==> config.mk <==
export PLATFORM = sky130hd
export DESIGN_NAME = uart_tx_arbiter
export DESIGN_NICKNAME = d
export VERILOG_FILES = /design/src/rtl/uart_tx_arbiter.sv
export SDC_FILE = /design/constraint.sdc
export NUM_CORES = 1
export LEC_CHECK = 0
export ABC_AREA = 1
export ABC_CLOCK_PERIOD_IN_PS = 1700
export CORE_MARGIN = 2
export CORE_UTILIZATION = 40
export DETAILED_ROUTE_END_ITERATION = 6
export PLACE_DENSITY = 0.84
export SYNTH_ARGS = -nofsm -noshare
export SYNTH_HDL_FRONTEND = slang
export SYNTH_SLANG_ARGS = --single-unit
==> constraint.sdc <==
create_clock -name sysclk -period 1.7 [get_ports sysclk]
set_clock_uncertainty 0.2 [all_clocks]
set_input_delay 0.17 -clock sysclk [delete_from_list [all_inputs] [get_ports sysclk]]
set_output_delay 0.17 -clock sysclk [all_outputs]
set_load 0.02 [all_outputs]
==> src/rtl/uart_tx_arbiter.sv <==
// Round-robin arbiter that shares one UART transmitter between two byte sources,
// with a start/busy handshake to the serializer, busy-rise timeout and a sent-byte counter.
module uart_tx_arbiter #(
  parameter int DATA_W       = 8,
  parameter int BUSY_TIMEOUT = 16,
  parameter int CNT_W        = 16
) (
  input  logic              sysclk,
  input  logic              reset,
  input  logic              req0_valid,
  input  logic [DATA_W-1:0] req0_data,
  output logic              req0_ready,
  input  logic              req1_valid,
  input  logic [DATA_W-1:0] req1_data,
  output logic              req1_ready,
  output logic              tx_start,
  output logic [DATA_W-1:0] tx_data,
  input  logic              tx_busy,
  output logic              grant_id,
  output logic              arb_busy,
  output logic              timeout_err,
  output logic [CNT_W-1:0]  sent_cnt
);

  // state     | meaning
  // IDLE      | waiting for a source byte, readies may assert
  // START     | tx_start pulse, byte presented to the transmitter
  // WAIT_BUSY | waiting for tx_busy to rise, timer running
  // WAIT_DONE | frame in progress, waiting for tx_busy to fall
  typedef enum logic [1:0] {IDLE, START, WAIT_BUSY, WAIT_DONE} state_t;

  localparam int TW = $clog2(BUSY_TIMEOUT + 1);

  state_t          state;
  state_t          state_nxt;
  logic [TW-1:0]   timer;
  logic [TW-1:0]   timer_nxt;
  logic            last_grant;
  logic            sel_valid;
  logic            sel_id;
  logic            accept;
  logic            timer_hit;
  logic            cnt_inc;

  // With both sources pending, the one not served last wins.
  always_comb begin
    sel_valid = req0_valid | req1_valid;
    if (req0_valid && req1_valid) begin
      sel_id = ~last_grant;
    end else begin
      sel_id = req1_valid;
    end
  end

  assign accept     = (state == IDLE) & sel_valid;
  assign req0_ready = accept & ~sel_id;
  assign req1_ready = accept & sel_id;
  assign arb_busy   = (state != IDLE);
  assign timer_hit  = (timer == TW'(BUSY_TIMEOUT - 1));

  always_comb begin
    state_nxt   = state;
    timer_nxt   = timer;
    tx_start    = 1'b0;
    timeout_err = 1'b0;
    cnt_inc     = 1'b0;
    case (state)
      IDLE: begin
        if (accept) begin
          state_nxt = START;
        end
      end
      START: begin
        tx_start  = 1'b1;
        timer_nxt = '0;
        state_nxt = WAIT_BUSY;
      end
      WAIT_BUSY: begin
        if (tx_busy) begin
          state_nxt = WAIT_DONE;
        end else if (timer_hit) begin
          timeout_err = 1'b1;
          state_nxt   = IDLE;
        end else begin
          timer_nxt = timer + 1'b1;
        end
      end
      WAIT_DONE: begin
        if (!tx_busy) begin
          cnt_inc   = 1'b1;
          state_nxt = IDLE;
        end
      end
      default: begin
        state_nxt = IDLE;
      end
    endcase
  end

  // last_grant resets to 1 so that source 0 wins the first contended grant.
  always_ff @(posedge sysclk or negedge reset) begin
    if (!reset) begin
      state      <= IDLE;
      timer      <= '0;
      tx_data    <= '0;
      grant_id   <= 1'b0;
      last_grant <= 1'b1;
      sent_cnt   <= '0;
    end else begin
      state <= state_nxt;
      timer <= timer_nxt;
      if (accept) begin
        tx_data    <= sel_id ? req1_data : req0_data;
        grant_id   <= sel_id;
        last_grant <= sel_id;
      end
      if (cnt_inc) begin
        sent_cnt <= sent_cnt + 1'b1;
      end
    end
  end

endmodule

==> run_results.csv <==
group,metric,value,unit
sta,fmax,562,MHz
floorplanning,die_area,4660,µm²
yosys,ys_seq_elements,33,
critical_path,crit_required,1330,ps
flow_run,cap_viol_max_count,0,
layout,final_util,0.633,
yosys,ys_types,23,
floorplanning,initial_utilization,0.416,
power,total_leakage_power,1.38,nW
yosys,synth_area,1650,µm²
power,p_comb_frac,0.454,
yosys,yosysTopAreaCellShare,0.485,
sta,finalSetupViolCount,3,
power,finalPower,3.33,mW
critical_path,crit_path_start_kind,"register",
route,routed_wl,3.71,mm
sta,period_share,1.05,
critical_path,cp.arrival,1410,ps
critical_path,crit_type,"register to output pin",
critical_path,crit_chain,"ha_2, nand2_2, nor2_2, ha_2, inv_2, nor3_2, buf_4",
route,viasPerCell,4.66,
yosys,yosysTopAreaCell,"dfrtp_1",
layout,regArea,827,µm²
cts,numCtsBuffers,5,
yosys,yosys-top-cells-count,"nand2_1 (71), dfrtp_1 (32), inv_1 (26)",
floorplanning,dieWidth,68.2,µm
sta,setup_ws,-79.4,ps
sta,period_minus_slack,1780,ps
cts,clkLatencyLatePin,280,ps
yosys,yosysSeqAreaShare,0.501,
route,dr.pass1.iters,4,
placed_design,gp_congestion,0.823,
power,pwr_density_cell,1330,nW/µm²
cts,clk_pin_slew,70,ps
outcome,failed_checks,"negative setup slack",
layout,syn_to_final_growth,52.3,%
global_routing,grt_overflow,0,
route,drt_iter0_drc,75,
route,drc,0,
power,p_sw_frac,0.374,
critical_path,crit_top_cell,"ha_2",
layout,fin_nets,306,
yosys,yosysMostFrequentCell,"nand2_1",
global_routing,grtUsageTotal,0.178,
yosys,syn-num-nets,228,
cts,clk_path_buf_depth,2,
cts,clock_sinks,33,
critical_path,crit_path_end_kind,"output pin",
placed_design,dp_hpwl,2.86,mm
yosys,synthArstFlopShare,1.00,
yosys,synth_area_leaders,"dfrtp_1 (49%), nand2_1 (16%), inv_1 (5.9%)",
critical_path,critPathBufInv,2,
cts,htreeDepth,2,
route,wire_per_inst,11.1,µm
sta,worstMarginPinSlew,271,ps
layout,fillers,354,
layout,multi_input_area,748,µm²
cts,cts_tree,"done",
route,vias,1551,
placed_design,portBuffers,50,
yosys,synth_enable_flop_cells,0,
floorplanning,rows,23,
yosys,syn_area_per_cell,8.09,µm²
sta,rsz0062_at_grt,"true",
yosys,synthFlopType,"dfrtp_1",
hold_path,hold_path.class,"input pin to asynchronous set/reset pin",
placed_design,place_area,2380,µm²
layout,fin_area,2510,µm²
global_routing,antenna_found_initial,0,
yosys,synth_cells,204,
sta,final_hold_viol_count,0,
layout,num_antenna_cells,0,
critical_path,cp_top_family,"flip-flops",
critical_path,slowest_stage,"dfrtp_1",
critical_path,crit_fanout,2,
yosys,yosys_warnings,0,
global_routing,first_global_vias,1483,
sta,maxSlewHeadroom,0.818,
floorplanning,die_h,68.2,µm
power,seqPwrFrac,0.352,
floorplanning,core_area,3970,µm²
sta,worst_hold_slack,50.2,ps
route,postRouteAntennaNets,0,
cts,ctsHoldBuffers,0,
power,p_sw,1.25,mW
power,internal-power,2.09,mW
layout,drive_above_1_share,0.201,
power,ir_drop,0.919,mV
global_routing,grt_start_max_net_pins,34,
power,p_clk_frac,0.194,
placed_design,post-place-ws,-300,ps
sta,maxSlewViolCount,0,
global_routing,grt_pass1_wl,6.18,mm
critical_path,critical-path-max-stage-delay,360,ps
cts,cts_root_buf,"clkbuf_8",
outcome,outcome,"finished with violations",
floorplanning,ioPinCount,51,
==> flip-flops by register name, indices dropped and copies added, names as in the netlist <==
register	cells
sent_cnt	16
timer	5
grant_id	1
tx_data	8
last_grant	1
state	2
==> power groups by stage <==
stage               Clock [mW]  Combinational (mW)  Sequential (mW)
global placement             0                1.52             1.17
finish                   0.645                1.51             1.17
CTS                      0.663                1.54             1.17
detailed placement           0                1.56             1.18
floorplan                    0               0.557             1.39
global route             0.700                1.68             1.21
==> path summary, 6_finish.rpt <==
path | from | endpoint | slack, ps | depth (start not counted)
setup reg to reg | timer[0]$_DFFE_PN0P_ | timer[4]$_DFFE_PN0P_ | -10 | 8
min in group sysclk | req0_data[0] | tx_data[0]$_DFFE_PN0P_ | 240 | 3
max in group asynchronous | reset | last_grant$_DFFE_PN1P_ | 1000 | 2
setup / recovery | timer[0]$_DFFE_PN0P_ | timeout_err | -80 | 7
hold / removal | reset | sent_cnt[2]$_DFFE_PN0P_ | 50 | 2
hold reg to reg | last_grant$_DFFE_PN1P_ | last_grant$_DFFE_PN1P_ | 270 | 2
==> timing repair <==
action,CTS,global route
setup buffers,0,1
pin swaps,5,5
resized for setup,34,16
setup endpoints to repair,17,24
endpoints found under the hold margin,0,0
==> cells in the final DEF (no fill, tap or decap) <==
cell type	Yosys	final
dlygate4sd2_1	0	7
clkinv_2	0	1
dfrtp_1	32	32
buf_2	0	3
dlymetal6s2s_1	0	8
buf_6	0	1
inv_1	26	24
nand2_2	2	5
clkbuf_8	0	7
nand3_1	15	15
nor2_1	17	14
nor3_4	1	1
nor2_2	2	4
buf_4	0	22
ha_2	0	2
nand2_1	71	68
nor3_2	0	1
buf_12	0	1
nor3_1	3	2
o21ai_1	1	2
dfstp_2	1	1
nand3b_1	1	1
ha_1	3	1
o21ai_0	2	1
clkdlybuf4s50_1	0	30
xor2_1	4	4
nand2_4	1	1
nand4_1	6	6
xnor2_1	6	6
o22ai_1	1	1
inv_2	1	3
nor2_4	3	4
a21oi_1	4	4
==> cells by family (layout without fill, tap and decap cells) <==
logic type               count (synthesis)  in the layout  synth area share
AO/OA/AOI/OAI                            8              8            0.0250
XOR/XNOR                                10             10            0.0531
adder cells (fa/ha/maj)                  3              3            0.0227
buffers and inverters                   28            107            0.0637
flip-flops                              33             33             0.501
AND/OR/NAND/NOR                        122            122             0.334
==> layer usage <==
| metal | global-route usage | part of all wire | vias to the layer above |
|---|---|---|---|
| li1 | - | - | 789 |
| met1 | 0.210 | 0.41 | 725 |
| met2 | 0.307 | 0.53 | 34 |
| met3 | 0.0510 | 0.054 | 3 |
| met4 | 0.0625 | 0.0094 | 0 |
| met5 | 0 | 0 | - |
==> per-stage QoR <==
stage	instances	setup TNS, ps
2_1_floorplan	204	0
3_3_place_gp	324	-717
3_5_place_dp	324	-1040
4_1_cts	332	-184
5_1_grt	333	-756
6_report	333	-88.9
==> cell type report <==
type | count | area share
Multi-Input combinational cell | 143 | 0.298
Clock inverter | 1 | 0.00199
Timing Repair Buffer | 72 | 0.268
Inverter | 27 | 0.0403
Sequential cell | 33 | 0.329
Clock buffer | 7 | 0.0383
Tap cell | 50 | 0.0249
(Power assumes the default switching activity.)
